File: src/rtl/vx_pending_tags.sv
// vx_pending_tags: tag allocator plus per-tag metadata table for outstanding
// requests, with built-in occupancy tracking (empty/full/size).
// Optional build macro: VX_PENDING_TAGS_BYPASS_EN. When defined, a release
// can hand its tag straight to an acquirer in the same cycle.
module vx_pending_tags #(
    parameter int SIZE  = 4,
    parameter int DATAW = 1,
    parameter int TAGW  = $clog2(SIZE),
    parameter int SIZEW = $clog2(SIZE + 1)
) (
    input  logic             i_clk,
    input  logic             i_reset,
    input  logic             i_acquire_valid,
    input  logic [DATAW-1:0] i_acquire_data,
    output logic             o_acquire_ready,
    output logic [TAGW-1:0]  o_acquire_tag,
    input  logic             i_release_valid,
    input  logic [TAGW-1:0]  i_release_tag,
    output logic [DATAW-1:0] o_release_data,
    output logic             o_empty,
    output logic             o_full,
    output logic [SIZEW-1:0] o_size
);

    logic [SIZE-1:0]  r_valid;
    logic [DATAW-1:0] r_data [SIZE];
    logic             r_empty;
    logic             r_full;
    logic [SIZEW-1:0] r_used;

    logic             w_release_in_range;
    logic [SIZE-1:0]  w_release_onehot;
    logic             w_release_hit;
    logic             w_release_illegal;
    logic [SIZE-1:0]  w_free_mask;
    logic [TAGW-1:0]  w_acquire_tag;
    logic [SIZE-1:0]  w_acquire_onehot;
    logic             w_acquire_fire;
    logic             w_acquire_only;
    logic             w_release_only;
    logic [SIZE-1:0]  w_valid_next;

    // A release only counts when it names a tag that is actually outstanding;
    // anything else is ignored so the valid mask and count stay consistent.
    assign w_release_in_range = int'(i_release_tag) < SIZE;
    assign w_release_onehot   = w_release_in_range ? (SIZE'(1) << i_release_tag) : '0;
    assign w_release_hit      = i_release_valid && (|(r_valid & w_release_onehot));
    assign w_release_illegal  = i_release_valid && !w_release_hit;

`ifdef VX_PENDING_TAGS_BYPASS_EN
    // The returning tag is offered to the acquirer in the same cycle; only a
    // genuine release may open up a full table.
    assign w_free_mask     = ~r_valid | (i_release_valid ? w_release_onehot : '0);
    assign o_acquire_ready = !r_full || w_release_hit;
`else
    assign w_free_mask     = ~r_valid;
    assign o_acquire_ready = !r_full;
`endif

    // Priority encoder: grant the lowest-numbered free tag.
    always_comb begin
        w_acquire_tag = '0;
        for (int i = SIZE - 1; i >= 0; i--) begin
            if (w_free_mask[i]) begin
                w_acquire_tag = TAGW'(i);
            end
        end
    end

    assign o_acquire_tag    = w_acquire_tag;
    assign w_acquire_onehot = SIZE'(1) << w_acquire_tag;
    assign w_acquire_fire   = i_acquire_valid && o_acquire_ready;
    assign w_acquire_only   = w_acquire_fire && !w_release_hit;
    assign w_release_only   = w_release_hit && !w_acquire_fire;

    // Next valid mask: clear the released tag first so a bypassed re-grant of
    // the same tag leaves it set.
    always_comb begin
        w_valid_next = r_valid;
        if (w_release_hit) begin
            w_valid_next = w_valid_next & ~w_release_onehot;
        end
        if (w_acquire_fire) begin
            w_valid_next = w_valid_next | w_acquire_onehot;
        end
    end

    // Valid mask register; reset drops every outstanding tag.
    always_ff @(posedge i_clk) begin
        if (i_reset) begin
            r_valid <= '0;
        end else begin
            r_valid <= w_valid_next;
        end
    end

    // Metadata storage; contents are meaningless until written, so no reset.
    always_ff @(posedge i_clk) begin
        if (w_acquire_fire) begin
            r_data[w_acquire_tag] <= i_acquire_data;
        end
    end

    // Occupancy counter with registered empty/full flags.
    always_ff @(posedge i_clk) begin
        if (i_reset) begin
            r_used  <= '0;
            r_empty <= 1'b1;
            r_full  <= 1'b0;
        end else if (w_acquire_only) begin
            r_used  <= r_used + SIZEW'(1);
            r_empty <= 1'b0;
            if (r_used == SIZEW'(SIZE - 1)) begin
                r_full <= 1'b1;
            end
        end else if (w_release_only) begin
            r_used <= r_used - SIZEW'(1);
            r_full <= 1'b0;
            if (r_used == SIZEW'(1)) begin
                r_empty <= 1'b1;
            end
        end
    end

    // Flag a release of a tag that is not outstanding.
    always_ff @(posedge i_clk) begin
        if (!i_reset) begin
            assert (!w_release_illegal)
                else $warning("vx_pending_tags: release of unallocated tag %0d", i_release_tag);
        end
    end

    assign o_release_data = w_release_in_range ? r_data[i_release_tag] : '0;
    assign o_empty        = r_empty;
    assign o_full         = r_full;
    assign o_size         = r_full ? SIZEW'(SIZE) : r_used;

endmodule
File: config.mk
export PLATFORM = sky130hd
export DESIGN_NAME = vx_pending_tags
export DESIGN_NICKNAME = d
export VERILOG_FILES = /design/src/rtl/vx_pending_tags.sv
export SDC_FILE = /design/constraint.sdc
export NUM_CORES = 1
export LEC_CHECK = 0
export BUFFER_PORTS_ARGS = -buffer_cell sky130_fd_sc_hd__buf_4
export CAP_MARGIN = 0
export CORE_AREA = 2 2 42 44
export DETAILED_ROUTE_END_ITERATION = 8
export DIE_AREA = 0 0 44 46
export PLACE_DENSITY = 0.86
export SLEW_MARGIN = 20
export SYNTH_ARGS = -nofsm -noshare
export SYNTH_HDL_FRONTEND = slang
export SYNTH_SLANG_ARGS = --single-unit
export TNS_END_PERCENT = 30
File: constraint.sdc
create_clock -name i_clk -period 5.4 [get_ports i_clk]
set_clock_uncertainty 0.1 [all_clocks]
set_input_delay 0.27 -clock i_clk [delete_from_list [all_inputs] [get_ports i_clk]]
set_output_delay 0.27 -clock i_clk [all_outputs]
set_load 0.01 [all_outputs]
==> results of run 1 <==
[registers in the layout, summed over array words and instances (netlist names)]
signal,cells
r_data,4
o_full,1
r_valid,4
o_empty,1
r_used,3
[where the power goes]
part           leakage, nW  switching [mW]  total, mW  internal, mW
clock               0.0150          0.0296     0.0581        0.0285
combinational        0.300          0.0291     0.0593        0.0301
sequential           0.111         0.00720      0.115         0.107
[kinds of logic (layout without fill, tap and decap cells)]
logic type | Yosys count | count (layout)
buffers and inverters | 11 | 26
xor gates and xnor gates | 1 | 1
and+or+nand+nor | 28 | 28
muxes | 6 | 6
adders and majority gates | 7 | 7
AOI/OAI and AO/OA | 18 | 18
DFF | 13 | 13
[area by class of cell]
class	instances	area, µm²
clock buffer	4	26.3
fill	136	684
inverter	7	26.3
multi-input combinational	60	443
sequential	13	300
tap	17	21.3
timing repair buffer	15	113
[synthesized netlist by cell type (all sizes together), types with 2 or more instances]
cell type,instances,area share (%)
a21oi,7,4.8
buf,4,3.9
dfxtp,9,22
edfxtp,4,15
ha,7,11
inv,7,3.3
mux2i,4,5.0
nand2,6,2.8
nand2b,2,2.5
nor2,10,4.7
nor2b,2,1.6
nor3,4,2.5
o21ai,3,1.9
o21bai,2,1.9
[routing by layer]
layer / track usage [%] / up-vias / wire length [µm]
li1: - / 321 / -
met1: 18.4 / 299 / 638
met2: 30.9 / 15 / 755
met3: 5.56 / 0 / 77
met4: 7.27 / 0 / 0
met5: 0 / - / 0
[final timing paths]
path                                   to  cells after the start  slack, ns      startpoint
worst max-delay path               o_full                      6       3.46      r_valid[0]
worst min-delay path            r_data[0]                      1       0.09  i_acquire_data
worst max register to register     o_full                      6       3.46      r_valid[0]
worst min register to register    o_empty                      2       0.43         o_empty
[per-stage QoR]
step	area (µm²)	utilization (%)	hold slack, ns	setup WS [ns]	total power, mW
floorplan	801	-	0.269	3.55	0.156
global placement	903	56.0	0.374	3.46	0.174
detailed placement	903	56.0	0.374	3.42	0.176
CTS	930	57.6	0.0840	3.46	0.236
global route	930	57.6	0.0760	3.33	0.249
finish	930	57.6	0.0937	3.46	0.232
==> key figures, run 1 <==
Synthesis
  • Gate count of the mapped netlist: 84
  • Most used flip-flop cell after synthesis: dfxtp_1
  • FFs w/ async S/R, synth: 0%
  • Nets in the synthesized netlist: 98
  • Xor/xnor cell area share of the yosys netlist: 1.09%
  • Post-Syn Area: 801 µm²
  • Sequential fraction of the synthesis area: 37.5%
  • Share of the synthesized area in compound gates (AO/OA/AOI/OAI): 15.6%
  • Adder-cell share of the synthesized area: 10.9%
  • Total of flip-flops plus latches after synthesis: 13
  • Multiplexer area fraction after synthesis: 9.69%
  • Total number of yosys warnings: 0
  • Count of unique library cells instantiated by Yosys: 31
  • Mean cell area of the mapped netlist: 9.53 µm²
  • Number of enable flip-flop cells after synthesis: 4
  • Post-synthesis share of cell area spent on and, or, nand and nor gates: 18.0%
  • Dominant combinational cell family by area after synthesis: simple AND/OR/NAND/NOR gates

Clock tree
  • Clock buffer count from CTS: 3
  • Clock tree from TritonCTS: yes
  • Hold-fix buffers at CTS: 0
  • H-tree levels: 1
  • Root Buffer: clkbuf_4
  • Post CTS Setup Buffer Count: 0
  • Clk sink count: 13
  • Buffer depth of the longest clock path: 2
  • Skew-Pair Late Insertion Delay: 0.27 ns
  • Clock-pin slew of the registers on the worst-case setup and hold paths: 0.08 ns
  • Count of instances resized after the clock tree is built: 0

Critical path
  • Kind of cell adding the most delay to the critical path: multiplexers
  • Data required time of the critical path: 5.47 ns
  • Worst Setup End Kind: register
  • Cell type of the slowest stage on the worst timing path: dfxtp_1
  • Crit-path max FO: 8
  • Cell chain of the critical path: mux2_4 -> o211ai_1 -> ha_1 -> mux2i_1 -> mux2i_1 -> nor2_1
  • Type of the worst setup path: register to register
  • Maximum single-stage delay on the critical path: 0.39 ns
  • Critical Path Source Type: register
  • CP Buf/Inv Count: 0
  • Critical path's most frequent cell: mux2i_1
  • Worst path arrival time: 2.02 ns

STA
  • Remaining max-slew budget at the tightest pin: 82.9%
  • Max frequency: 515 MHz
  • Final critical-path share of the clock period: 36.0%
  • Final Hold Violating Endpoints: 0
  • Final min period: 1.94 ns
  • Setup Viol. Count Final: 0
  • RSZ-0062 raised after global routing: false
  • Pin slew with the least headroom to its limit: 0.257 ns
  • Total negative setup slack: 0 ns
  • Final-report max-slew violation count: 0

Detailed routing
  • Via count: 635
  • Avg Vias per Cell: 5.47
  • Overall routed net length: 1470 µm
  • Number of remaining DRC errors: 0
  • WL per Instance: 12.7 µm
  • Detailed router's first-iteration violation count: 1
  • Number of nets with antenna violations after detailed routing: 0
  • Number of iterations in the first detailed-routing pass: 2

GRT
  • First-pass GRT wire length: 2490 µm
  • Overall track demand over capacity in global routing: 17.2%
  • Pin count of the biggest net entering global routing: 10
  • Overflow left after global routing: 0
  • Vias in the first global route: 590
  • Number of antenna violations at the first check in global routing: 0

Placed design
  • Placed cell count: 112
  • DP HPWL: 1130 µm
  • Gpl congestion: 0.862
  • Total of buffers placed on input and output ports: 15

Power and ir drop
  • Peak supply drop: 158 µV
  • Leakage Power: 0.425 nW
  • Ratio of total power to cell area: 250 nW/µm²

Floorplanning
  • Die width: 44 µm
  • Boundary pin count: 16
  • Core area: 1610 µm²
  • Overall die area: 2020 µm²
  • Die span in y: 46 µm
  • Number of placement rows: 15
  • Starting density of the core: 49.6%

Finish
  • Antenna cells: 0
  • Area growth from synthesis to layout: 16.1%
  • Fraction of final layout cells with drive strength greater than 1: 24.2%
  • Number of nets in the finished design: 114
  • Most common cell after layout, fill and taps aside: buf_4
  • Count of placed standard cells in the final layout, fillers left out: 116
  • Commonest cells after routing, fill and taps aside: 15 x buf_4, 10 x nor2_1, 9 x dfxtp_1

Status
  • Outcome: finished, final reports clean

Job
  • Max_cap viols: 0

Worst hold path
  • Path class of the lowest-slack min-delay path: input pin to register
Power figures use the tool's default switching activity.
==> run 2: changes to the inputs <==
Settings changed: CORE_AREA 2 2 42 44 to 2 2 43 45, DIE_AREA 0 0 44 46 to 0 0 45 47, PLACE_DENSITY 0.86 to 0.83.
Clock period 5.4 ns to 1.91 ns, I/O delays scaled along.
==> key figures, run 2 (synthesis results as in run 1) <==
Status
  • Outcome: finished, final reports clean

GRT
  • Overall track demand over capacity in global routing: 16.3%
  • Vias in the first global route: 595
  • Number of antenna violations at the first check in global routing: 0
  • Overflow left after global routing: 0
  • First-pass GRT wire length: 2440 µm
  • Pin count of the biggest net entering global routing: 10

Critical path
  • Critical path's most frequent cell: mux2i_1
  • Kind of cell adding the most delay to the critical path: multiplexers
  • Beginning of the critical path: r_valid[2]
  • Cell type of the slowest stage on the worst timing path: dfxtp_4
  • R2R Path End: o_full
  • Worst Setup End Kind: register
  • Capture point of the worst path: o_full
  • Critical Path Source Type: register
  • Maximum single-stage delay on the critical path: 0.36 ns
  • Worst path arrival time: 1.89 ns
  • Critical R2R Launch: r_valid[2]
  • Worst path depth: 6
  • Register-to-register setup slack: 0.10 ns
  • Data required time of the critical path: 1.99 ns
  • Logic depth of the worst register-to-register path: 6
  • Crit-path max FO: 5
  • Type of the worst setup path: register to register
  • Cell chain of the critical path: mux2_4 -> o211ai_1 -> ha_2 -> mux2i_1 -> mux2i_1 -> nor2_1
  • CP Buf/Inv Count: 0

Finish
  • Fraction of final layout cells with drive strength greater than 1: 29.5%
  • Count of placed standard cells in the final layout, fillers left out: 122
  • Leading registers by flop count: r_data: 4 flops, r_valid: 4 flops, r_used: 3 flops
  • Multi-input gate area: 445 µm²
  • Filler cell count: 143
  • Area of all sequential standard cells: 305 µm²
  • Commonest cells after routing, fill and taps aside: 19 x buf_4, 10 x nor2_1, 7 x inv_1, 7 x dfxtp_1
  • Area growth from synthesis to layout: 23.3%
  • Antenna cells: 0
  • Most common cell after layout, fill and taps aside: buf_4
  • Final Cell Area: 987 µm²
  • Number of nets in the finished design: 120

Power and ir drop
  • Peak supply drop: 492 µV
  • Internal Pwr Total: 478 µW
  • Combinational share of power: 27.1%
  • Leakage Power: 0.454 nW
  • Total Power Consumption: 677 µW
  • Ratio of total power to cell area: 686 nW/µm²
  • Sequential power share: 47.1%
  • Net Sw Power: 200 µW
  • Clock power frac: 25.8%
  • Switching portion of total power: 29.5%

Clock tree
  • Clk sink count: 13
  • H-tree levels: 1
  • Clock-pin slew of the registers on the worst-case setup and hold paths: 0.08 ns
  • Skew-Pair Late Insertion Delay: 0.28 ns
  • Clock tree from TritonCTS: yes
  • Buffer depth of the longest clock path: 2
  • Clock buffer count from CTS: 3
  • Root Buffer: clkbuf_4

STA
  • Setup Viol. Count Final: 0
  • Max frequency: 553 MHz
  • Final min period: 1.81 ns
  • Final critical-path share of the clock period: 94.7%
  • Final Hold Violating Endpoints: 0
  • Setup slack after layout: 0.101 ns
  • RSZ-0062 raised after global routing: true
  • Total negative setup slack: 0 ns
  • Pin slew with the least headroom to its limit: 0.257 ns
  • Final-report max-slew violation count: 0
  • Remaining max-slew budget at the tightest pin: 82.8%

Detailed routing
  • Detailed router's first-iteration violation count: 17
  • Number of nets with antenna violations after detailed routing: 0
  • Overall routed net length: 1600 µm
  • Avg Vias per Cell: 5.70
  • WL per Instance: 13.1 µm
  • Number of remaining DRC errors: 0
  • Number of iterations in the first detailed-routing pass: 4
  • Via count: 695

Placed design
  • Worst Setup Slack post-DPL: 0.0769 ns
  • Placed cell count: 115
  • Total of buffers placed on input and output ports: 15
  • DP HPWL: 1180 µm
  • Cell area after placement: 926 µm²
  • Gpl congestion: 0.805

Worst hold path
  • Path class of the lowest-slack min-delay path: input pin to register

Floorplanning
  • Die width: 45 µm
  • Die span in y: 47 µm
  • Overall die area: 2120 µm²
  • Number of placement rows: 15
  • Boundary pin count: 16
  • Starting density of the core: 48.5%
  • Core area: 1650 µm²

Job
  • Max_cap viols: 0
==> run 2: cell count changes in the layout (fill, tap and decap cells not counted) <==
cell / change
dlygate4sd3_1: +2
dfxtp_2: +1
ha_2: +1
ha_1: -1
dfxtp_1: -2
dfxtp_4: +1
buf_4: +4
==> run 2: power by group through the flow <==
stage,Clock [mW],Combinational (mW),Sequential (mW)
floorplan,0,0.116,0.326
global placement,0,0.172,0.325
detailed placement,0,0.179,0.325
CTS,0.177,0.184,0.319
global route,0.184,0.205,0.321
finish,0.175,0.183,0.319
==> run 2: final cells by class <==
| cell class | instances | area share [%] |
|---|---|---|
| well taps | 17 | 2.15 |
| multi-input cells | 60 | 45.1 |
| flip-flops and latches | 13 | 30.9 |
| inverters | 7 | 2.66 |
| repair buffers | 21 | 16.5 |
| clock buffers | 4 | 2.66 |
==> run 2: timing repair <==
item | 4_1_cts | 5_1_grt
hold endpoints to repair | 11 | 0
resized for setup | 0 | 4
hold buffers | 2 | 0
setup buffers | 0 | 1
endpoints found under the setup margin | 0 | 4
==> run 2: stage by stage <==
step / utilization (%) / hold WS, ns
5_1_grt: 59.8 / 0.0960
4_1_cts: 58.9 / 0.0785
6_report: 59.8 / 0.0771
3_5_place_dp: 56.1 / 0.208
2_1_floorplan: - / 0.0944
3_3_place_gp: 56.1 / 0.202
==> run 2: worst min path at each step <==
stage / startpoint / end / slack, ns / cells past startpoint
floorplan: i_acquire_data / r_data[0] / 0.09 / 0
global placement: i_acquire_data / r_data[1] / 0.20 / 1
detailed placement: i_acquire_data / r_data[1] / 0.21 / 1
CTS: i_release_valid / r_valid[3] / 0.08 / 3
global route: i_release_valid / r_valid[3] / 0.1 / 3
finish: i_release_valid / r_valid[3] / 0.08 / 3
==> run 2: per-layer routing <==
| metal | vias to the layer above | wire length, µm | global-route usage (%) |
|---|---|---|---|
| met4 | 0 | 31 | 8.82 |
| met3 | 5 | 126 | 3.08 |
| met2 | 33 | 750 | 27.1 |
| met1 | 323 | 686 | 20.1 |
| met5 | - | 0 | 0 |
| li1 | 334 | - | - |
==> run 2: worst register-to-register path, stage by stage, from the launching register on <==
cell	delay [ns]
dfxtp_4	0.36
mux2_4	0.26
o211ai_1	0.26
ha_2	0.24
mux2i_1	0.22
mux2i_1	0.21
nor2_1	0.06
